===== config.mk =====
export PLATFORM = sky130hd
export DESIGN_NAME = hazard_ctrl_flat
export DESIGN_NICKNAME = d
export VERILOG_FILES = /design/src/rtl/hazard_if.sv /design/src/rtl/hazard_ctrl.sv /design/src/flat_wrapper.sv
export SDC_FILE = /design/constraint.sdc
export NUM_CORES = 1
export LEC_CHECK = 0
export BUFFER_PORTS_ARGS = -buffer_cell sky130_fd_sc_hd__buf_2
export CAP_MARGIN = 20
export CORE_MARGIN = 3
export CORE_UTILIZATION = 50
export CTS_BUF_LIST = sky130_fd_sc_hd__clkbuf_2
export DETAILED_ROUTE_END_ITERATION = 8
export MAX_ROUTING_LAYER = met4
export PLACE_DENSITY = 0.86
export SYNTH_ARGS = -nofsm -noshare
export SYNTH_HDL_FRONTEND = slang
export SYNTH_SLANG_ARGS = --single-unit

===== constraint.sdc =====
create_clock -name clk -period 3.5 [get_ports clk]
set_clock_uncertainty 0.05 [all_clocks]
set_input_delay 0.525 -clock clk [delete_from_list [all_inputs] [get_ports clk]]
set_output_delay 0.525 -clock clk [all_outputs]
set_load 0.02 [all_outputs]

===== src/rtl/hazard_if.sv =====
// rtl/hazard_if.sv - pipeline <-> hazard unit signal bundle
// master = pipeline side, slave = hazard_ctrl side
interface hazard_if;
   logic [4:0] rsD;
   logic [4:0] rtD;
   logic [4:0] writeregE;
   logic       mem_read_enE;
   logic       reg_write_enE;
   logic       div_reqE;
   logic       mispredictE;
   logic       excM;
   logic       i_stall;
   logic       d_stall;
   logic       stallF;
   logic       stallD;
   logic       stallE;
   logic       stallM;
   logic       stallW;
   logic       flushD;
   logic       flushE;
   logic       flushM;
   logic       flushW;
   logic       div_busy;
   logic       div_done;

   modport master (
      output rsD, rtD, writeregE, mem_read_enE, reg_write_enE, div_reqE,
             mispredictE, excM, i_stall, d_stall,
      input  stallF, stallD, stallE, stallM, stallW,
             flushD, flushE, flushM, flushW, div_busy, div_done
   );

   modport slave (
      input  rsD, rtD, writeregE, mem_read_enE, reg_write_enE, div_reqE,
             mispredictE, excM, i_stall, d_stall,
      output stallF, stallD, stallE, stallM, stallW,
             flushD, flushE, flushM, flushW, div_busy, div_done
   );
endinterface


===== src/rtl/hazard_ctrl.sv =====
// rtl/hazard_ctrl.sv - pipeline stall/flush control with multi-cycle divider sequencing
// Priority: cache stall > exception > divider > load-use > mispredict.
module hazard_ctrl (
   input  logic    clk,
   input  logic    rst,
   hazard_if.slave hz
);
   typedef enum logic [1:0] {IDLE, BUSY, DONE} div_state_t;

   div_state_t state_q;
   logic [5:0] cnt_q;
   logic       pend_exc_q;

   logic cache_stall;
   logic exc_eff;
   logic load_use;
   logic div_busy;
   logic stall_f, stall_d, stall_e, stall_m, stall_w;
   logic flush_d, flush_e, flush_m, flush_w;

   assign cache_stall = hz.i_stall | hz.d_stall;
   assign exc_eff     = (hz.excM | pend_exc_q) & ~cache_stall;
   assign load_use    = hz.mem_read_enE & hz.reg_write_enE & (hz.writeregE != 5'd0) &
                        ((hz.writeregE == hz.rsD) | (hz.writeregE == hz.rtD));
   assign div_busy    = (state_q == BUSY) | ((state_q == IDLE) & hz.div_reqE);

   // Counter runs 32..0 in BUSY, so a divide occupies 34 unstalled cycles including the request cycle.
   always_ff @(posedge clk) begin
      if (rst) begin
         state_q    <= IDLE;
         cnt_q      <= 6'd0;
         pend_exc_q <= 1'b0;
      end else begin
         pend_exc_q <= cache_stall & (pend_exc_q | hz.excM);
         if (exc_eff) begin
            state_q <= IDLE;
            cnt_q   <= 6'd0;
         end else begin
            case (state_q)
               IDLE: if (hz.div_reqE & ~cache_stall) begin
                  state_q <= BUSY;
                  cnt_q   <= 6'd32;
               end
               BUSY: if (~cache_stall) begin
                  if (cnt_q == 6'd0) state_q <= DONE;
                  else               cnt_q   <= cnt_q - 6'd1;
               end
               DONE:    state_q <= IDLE;
               default: state_q <= IDLE;
            endcase
         end
      end
   end

   always_comb begin
      stall_f = 1'b0;
      stall_d = 1'b0;
      stall_e = 1'b0;
      stall_m = 1'b0;
      stall_w = 1'b0;
      flush_d = 1'b0;
      flush_e = 1'b0;
      flush_m = 1'b0;
      flush_w = 1'b0;
      if (!rst) begin
         if (cache_stall) begin
            stall_f = 1'b1;
            stall_d = 1'b1;
            stall_e = 1'b1;
            stall_m = 1'b1;
            stall_w = 1'b1;
         end else if (exc_eff) begin
            flush_d = 1'b1;
            flush_e = 1'b1;
            flush_m = 1'b1;
            flush_w = 1'b1;
         end else begin
            if (div_busy) begin
               stall_f = 1'b1;
               stall_d = 1'b1;
               stall_e = 1'b1;
               flush_m = 1'b1;
            end
            // A load-use bubble is not inserted into E while the divider holds it.
            if (load_use) begin
               stall_f = 1'b1;
               stall_d = 1'b1;
               flush_e = ~div_busy;
            end
            if (hz.mispredictE & ~div_busy & ~load_use) flush_d = 1'b1;
         end
      end
   end

   assign hz.stallF   = stall_f;
   assign hz.stallD   = stall_d;
   assign hz.stallE   = stall_e;
   assign hz.stallM   = stall_m;
   assign hz.stallW   = stall_w;
   assign hz.flushD   = flush_d;
   assign hz.flushE   = flush_e;
   assign hz.flushM   = flush_m;
   assign hz.flushW   = flush_w;
   assign hz.div_busy = div_busy & ~rst;
   assign hz.div_done = (state_q == DONE) & ~rst;
endmodule

===== src/flat_wrapper.sv =====
// flat-port wrapper written by rule: the top's interface ports become plain ports
module hazard_ctrl_flat 
  (clk, rst, hz_rsD, hz_rtD, hz_writeregE, hz_mem_read_enE, hz_reg_write_enE, hz_div_reqE, hz_mispredictE, hz_excM, hz_i_stall, hz_d_stall, hz_stallF, hz_stallD, hz_stallE, hz_stallM, hz_stallW, hz_flushD, hz_flushE, hz_flushM, hz_flushW, hz_div_busy, hz_div_done);
  hazard_if hz_i ();
  input  logic clk;
  input  logic rst;
  input wire logic [$bits(hz_i.rsD)-1:0] hz_rsD;
  input wire logic [$bits(hz_i.rtD)-1:0] hz_rtD;
  input wire logic [$bits(hz_i.writeregE)-1:0] hz_writeregE;
  input wire logic [$bits(hz_i.mem_read_enE)-1:0] hz_mem_read_enE;
  input wire logic [$bits(hz_i.reg_write_enE)-1:0] hz_reg_write_enE;
  input wire logic [$bits(hz_i.div_reqE)-1:0] hz_div_reqE;
  input wire logic [$bits(hz_i.mispredictE)-1:0] hz_mispredictE;
  input wire logic [$bits(hz_i.excM)-1:0] hz_excM;
  input wire logic [$bits(hz_i.i_stall)-1:0] hz_i_stall;
  input wire logic [$bits(hz_i.d_stall)-1:0] hz_d_stall;
  output wire logic [$bits(hz_i.stallF)-1:0] hz_stallF;
  output wire logic [$bits(hz_i.stallD)-1:0] hz_stallD;
  output wire logic [$bits(hz_i.stallE)-1:0] hz_stallE;
  output wire logic [$bits(hz_i.stallM)-1:0] hz_stallM;
  output wire logic [$bits(hz_i.stallW)-1:0] hz_stallW;
  output wire logic [$bits(hz_i.flushD)-1:0] hz_flushD;
  output wire logic [$bits(hz_i.flushE)-1:0] hz_flushE;
  output wire logic [$bits(hz_i.flushM)-1:0] hz_flushM;
  output wire logic [$bits(hz_i.flushW)-1:0] hz_flushW;
  output wire logic [$bits(hz_i.div_busy)-1:0] hz_div_busy;
  output wire logic [$bits(hz_i.div_done)-1:0] hz_div_done;
  assign hz_i.rsD = hz_rsD;
  assign hz_i.rtD = hz_rtD;
  assign hz_i.writeregE = hz_writeregE;
  assign hz_i.mem_read_enE = hz_mem_read_enE;
  assign hz_i.reg_write_enE = hz_reg_write_enE;
  assign hz_i.div_reqE = hz_div_reqE;
  assign hz_i.mispredictE = hz_mispredictE;
  assign hz_i.excM = hz_excM;
  assign hz_i.i_stall = hz_i_stall;
  assign hz_i.d_stall = hz_d_stall;
  assign hz_stallF = hz_i.stallF;
  assign hz_stallD = hz_i.stallD;
  assign hz_stallE = hz_i.stallE;
  assign hz_stallM = hz_i.stallM;
  assign hz_stallW = hz_i.stallW;
  assign hz_flushD = hz_i.flushD;
  assign hz_flushE = hz_i.flushE;
  assign hz_flushM = hz_i.flushM;
  assign hz_flushW = hz_i.flushW;
  assign hz_div_busy = hz_i.div_busy;
  assign hz_div_done = hz_i.div_done;
  hazard_ctrl u_core (.clk(clk), .rst(rst), .hz(hz_i));
endmodule

* Word-level counts from Yosys, hierarchy flattened
Cells that the tools add are included.
** Word-level totals
- RAM bits :: 0
- Bits of input ports :: 24
- Memory bits (read-only) :: 0
- Output and inout bits :: 11
- Word-level logic and storage cells :: 70
- Flip-flop bits (word level) :: 9
- Memories :: 0
- Latch bits :: 0
** Cells by class
- Bitwise gates (word level) :: 19
- Eq/ne operators :: 8
- Shifts and indexed selects :: 0
- Multiplexer cells :: 32
- Add/subtract/negate cells :: 1
- Magnitude comparators :: 0
- $mul :: 0
- Div/mod/pow operators :: 0
- Reduce and logical (&&, ||, !) cells :: 7
** Operators by type and width (count)
- 2-to-1 mux 1 bit :: 24
- 2-to-1 mux 6 bit :: 3
- case mux 6 bit (2 select lines) :: 1
- AND 1 bit :: 11
- equality test 5 bit :: 2
- inequality test 2 bit (second input constant) :: 4
- zero test 6 bit :: 1
- 2-to-1 mux 2 bit :: 3
- subtractor 6 x 1 -> 6 bit (second input constant) :: 1
- nonzero test 5 bit :: 1
- NOT 1 bit :: 4
- bitwise OR 1 bit :: 4
- case mux 2 bit (2 select lines) :: 1
- AND reduction 4 bit :: 1
- AND reduction 3 bit :: 1
- equality test 2 x 1 -> 1 bit (second input constant) :: 1
- equality test 2 bit (second input constant) :: 1
- zero test 2 bit :: 1
- nonzero test 2 bit :: 1
- OR reduction 2 bit :: 1

* Logic depth before layout (Yosys ltp)
- Depth in word-level cells :: 10
- Depth in mapped cells :: 7

* Least setup slack after synthesis
OpenSTA, ideal clock, no wires.
- Path kind :: input-to-output
- Start :: input hz_excM
- End :: output hz_stallF
- Setup slack :: 943 ps
- Cell stages on the path :: 5
- Required time :: 2925 ps
- Data arrival time :: 1982 ps
- Path buffers :: 1
- Cell sequence :: or2_2 a21o_1 a21oi_1 o21bai_1 buf_4
** On the way
- Word-level cells in the longest chain between the ends :: 5
** RTL lines
- start, declared :: line flat_wrapper.sv:14 : input wire logic [$bits(hz_i.excM)-1:0] hz_excM;
- bitwise OR 1 bit :: line hazard_ctrl.sv:22 : assign exc_eff = (hz.excM | pend_exc_q) & ~cache_stall;
- AND 1 bit :: line hazard_ctrl.sv:22
- 2-to-1 mux 1 bit (3 in a row)
- end, declared :: line flat_wrapper.sv:17 : output wire logic [$bits(hz_i.stallF)-1:0] hz_stallF;
Every way passes these cells.

* Worst setup path in the final report
- Start :: input hz_d_stall
- End :: output hz_flushE
** On the way
- Word-level cells in the longest chain between the ends :: 6
** RTL lines
- start, declared :: line flat_wrapper.sv:16 : input wire logic [$bits(hz_i.d_stall)-1:0] hz_d_stall;
- bitwise OR 1 bit (*) :: line hazard_ctrl.sv:21 : assign cache_stall = hz.i_stall | hz.d_stall;
- NOT 1 bit :: line hazard_ctrl.sv:22
- AND 1 bit :: line hazard_ctrl.sv:22
- 2-to-1 mux 1 bit :: line hazard_ctrl.sv:72 : end else if (exc_eff) begin
- 2-to-1 mux 1 bit (*) :: line hazard_ctrl.sv:66 : if (cache_stall) begin
- 2-to-1 mux 1 bit (*) :: line hazard_ctrl.sv:65 : if (!rst) begin
- end, declared :: line flat_wrapper.sv:23 : output wire logic [$bits(hz_i.flushE)-1:0] hz_flushE;
Every way passes the cells marked *; elsewhere a longest branch is shown, timed or not.

==> metrics.csv <==
stage;metric;value;unit
floorplanning;std_cell_rows;12;
detailed_routing;num_vias;711;
hold_path;hold_path_class;reg2reg;
synthesis;synth-xor-area-share;12.43;%
cts;cts_sinks;9;
detailed_routing;avgViaCountPerCell;5.190;
worst_setup_path;crit_top_cell;buf_2;
synthesis;synthAdderAreaFrac;3.552;%
worst_setup_path;crit_required;2920;ps
run_status;outcome;completed;
synthesis;ys.flop_type;dfxtp_1;
cts;cts.repair.resized;0;
final_layout;regArea;180.2;sq um
floorplanning;initial_core_util;57.92;%
synthesis;synth-edff-count;0;
placed_design;port_buffers;34;
global_routing;grt_max_degree;11;
synthesis;syn-cell-area;704.4;sq um
global_routing;track_usage;19.39;%
cts;cts_tree;yes;
detailed_routing;ant_nets;0;
global_routing;grt_pass1_wl;2732;um
synthesis;synth_cell_types;32;
worst_setup_path;slowest_delay;500;ps
timing;final_hold_viol_count;0;
synthesis;async_reset_ff_share;0;%
cts;postCtsSetupBuffers;0;
synthesis;seq_area_frac_synth;25.58;%
detailed_routing;routed_wl;1672;um
worst_setup_path;cpLargestDelayFamily;simple AND/OR/NAND/NOR gates;
cts;cts_buffers;3;
floorplanning;die_h;43.54;um
global_routing;antenna_found_initial;0;
worst_setup_path;worstPathMaxFanout;5;
final_layout;drive_gt1_share;34.96;%
timing;fin_tns_setup;0;ps
timing;fin_crit;2482;ps
final_layout;n_fill_cell;94;
global_routing;grt_pass1_vias;688;
timing;setup_slack;1018;ps
worst_setup_path;startpoint_type;input port;
final_layout;final_cell_mix;34 x buf_2, 10 x xor2_1, 9 x nor2_1, 9 x dfxtp_1, 7 x nand2_1;
detailed_routing;drc;0;
timing;tightest_slew;615.8;ps
synthesis;ys_ff_latch;9;
global_routing;grt_overflow;0;
worst_setup_path;critPathSlowestCell;or3b_2;
placed_design;placedCellCount;133;
cts;clock_latency;240;ps
floorplanning;coreArea;1216;sq um
detailed_routing;wl_per_cell;12.20;um
job;drv_cap;0;
synthesis;syn_nets;114;
timing;setup_viol;0;
floorplanning;die_w;43.54;um
final_layout;multi_input_comb_area;486.7;sq um
synthesis;synth-compound-area-share;17.23;%
final_layout;antenna_cells;0;
timing;timing.fmax;402.9;MHz
placed_design;gp_congestion;0.8139;
cts;clockBufferDepth;2;
synthesis;yosysWarnings;0;
detailed_routing;dr.pass1.iters;4;
timing;rsz0062_at_grt;false;
floorplanning;die_area;1895;sq um
worst_setup_path;end_kind;output port;
synthesis;synthSimpleGateAreaFrac;31.62;%
synthesis;synth_top_family_by_area;simple AND/OR/NAND/NOR gates;
placed_design;place_ws;1013;ps
cts;clk_root_buffer_cell;clkbuf_2;
synthesis;avgSynthCellArea;8.005;sq um
final_layout;layout_commonest_cell;buf_2;
worst_setup_path;worstPathCellList;buf_2 > or3_1 > or3b_2 > o22ai_1 > buf_2;
final_layout;nets;150;
floorplanning;pin_count;35;
final_layout;syn_to_final_growth;25.75;%
worst_setup_path;path_class;in2out;
synthesis;netlist_instances;88;
power_and_ir_drop;vdd_drop_max;0.2084;mV
placed_design;place_hpwl;1446;um
timing;slew_headroom;58.95;%
cts;clkTransAtPathRegs;70;ps
power_and_ir_drop;pwr_density_cell;282.4;nW/um^2
worst_setup_path;path_buf_inv;2;
cts;cts_max_level;1;
synthesis;synth.area.mux_share;4.263;%
worst_setup_path;rrSetupSlack;1470;ps
worst_setup_path;critPathArrivalTime;1910;ps
detailed_routing;first_iter_violations;19;
timing;finalCritPeriodShare;70.91;%
cts;cts_hold_buf;0;
final_layout;stdcell_count;137;
power_and_ir_drop;p_leak;0.4164;nW
timing;drv_slew;0;
==> metal layers <==
layer	routed length (um)	GRT usage (%)	part of all wire, %
met3	114	7.884	6.8
met2	804	33.04	48
met4	0	0	0
met5	0	-	0
met1	753	22.81	45
==> worst register-to-register path: cells and delay by family, from the launching register on <==
family / cells / cell delay, ps
AOI/OAI and AO/OA: 2 / 610
adders and majority gates: 1 / 190
DFF: 1 / 400
buffers and inverters: 1 / 80
and+or+nand+nor: 2 / 630
==> report_power, final <==
part	switching, mW	internal [mW]
Clock	0.0317	0.0304
Combinational	0.0434	0.0339
Sequential	0.00412	0.107
Total	0.0792	0.171
==> final cells by class <==
| cell class | count | area share (%) |
|---|---|---|
| Timing Repair Buffer | 34 | 19.21 |
| Sequential cell | 9 | 20.34 |
| Tap cell | 14 | 1.977 |
| Multi-Input combinational cell | 73 | 54.94 |
| Inverter | 3 | 1.271 |
| Clock buffer | 4 | 2.260 |
==> worst paths after layout <==
kind | depth (start not counted) | endpoint | startpoint
worst max-delay path | 5 | hz_flushE | hz_d_stall
worst min-delay path | 2 | u_core.cnt_q[1] | u_core.cnt_q[1]
worst max register to register | 6 | u_core.cnt_q[5] | u_core.cnt_q[0]
worst min register to register | 2 | u_core.cnt_q[1] | u_core.cnt_q[1]
==> per-stage QoR <==
stage,total power [mW],cell area (sq um),utilization (%),hold WS [ps]
detailed placement,0.1902,865.8,71.19,420.0
global placement,0.1875,865.8,71.19,410.0
finish,0.2501,885.9,72.84,428.7
floorplan,0.1627,704.4,-,394.2
global route,0.2689,885.9,72.84,459.4
CTS,0.2535,885.9,72.84,427.8
==> kinds of logic after synthesis <==
kind of cell / count (synthesis)
xor gates and xnor gates: 10
buffers and inverters: 6
adders and majority gates: 2
muxes: 3
DFF: 9
and+or+nand+nor: 41
AOI/OAI and AO/OA: 17
==> Yosys cell counts (all sizes together) (2+ instances only) <==
cell type,instances,area share (%)
or2,3,2.7
xor2,10,12
or3,3,2.7
ha,2,3.6
o21bai,2,2.7
nor2,9,4.8
nor3,6,4.3
buf,3,3.7
nor3b,2,2.1
nand2,7,3.7
or4,2,2.1
inv,3,1.6
or2b,3,3.2
o211ai,2,2.1
dfxtp,9,26
nor4,2,1.8
mux2i,3,4.3
a21oi,5,3.6
==> registers in the layout (all words and copies together), names as in the netlist <==
register and cells:
u_core.cnt_q 6, u_core.state_q 2, u_core.pend_exc_q 1
Power figures use the tool's default switching activity.
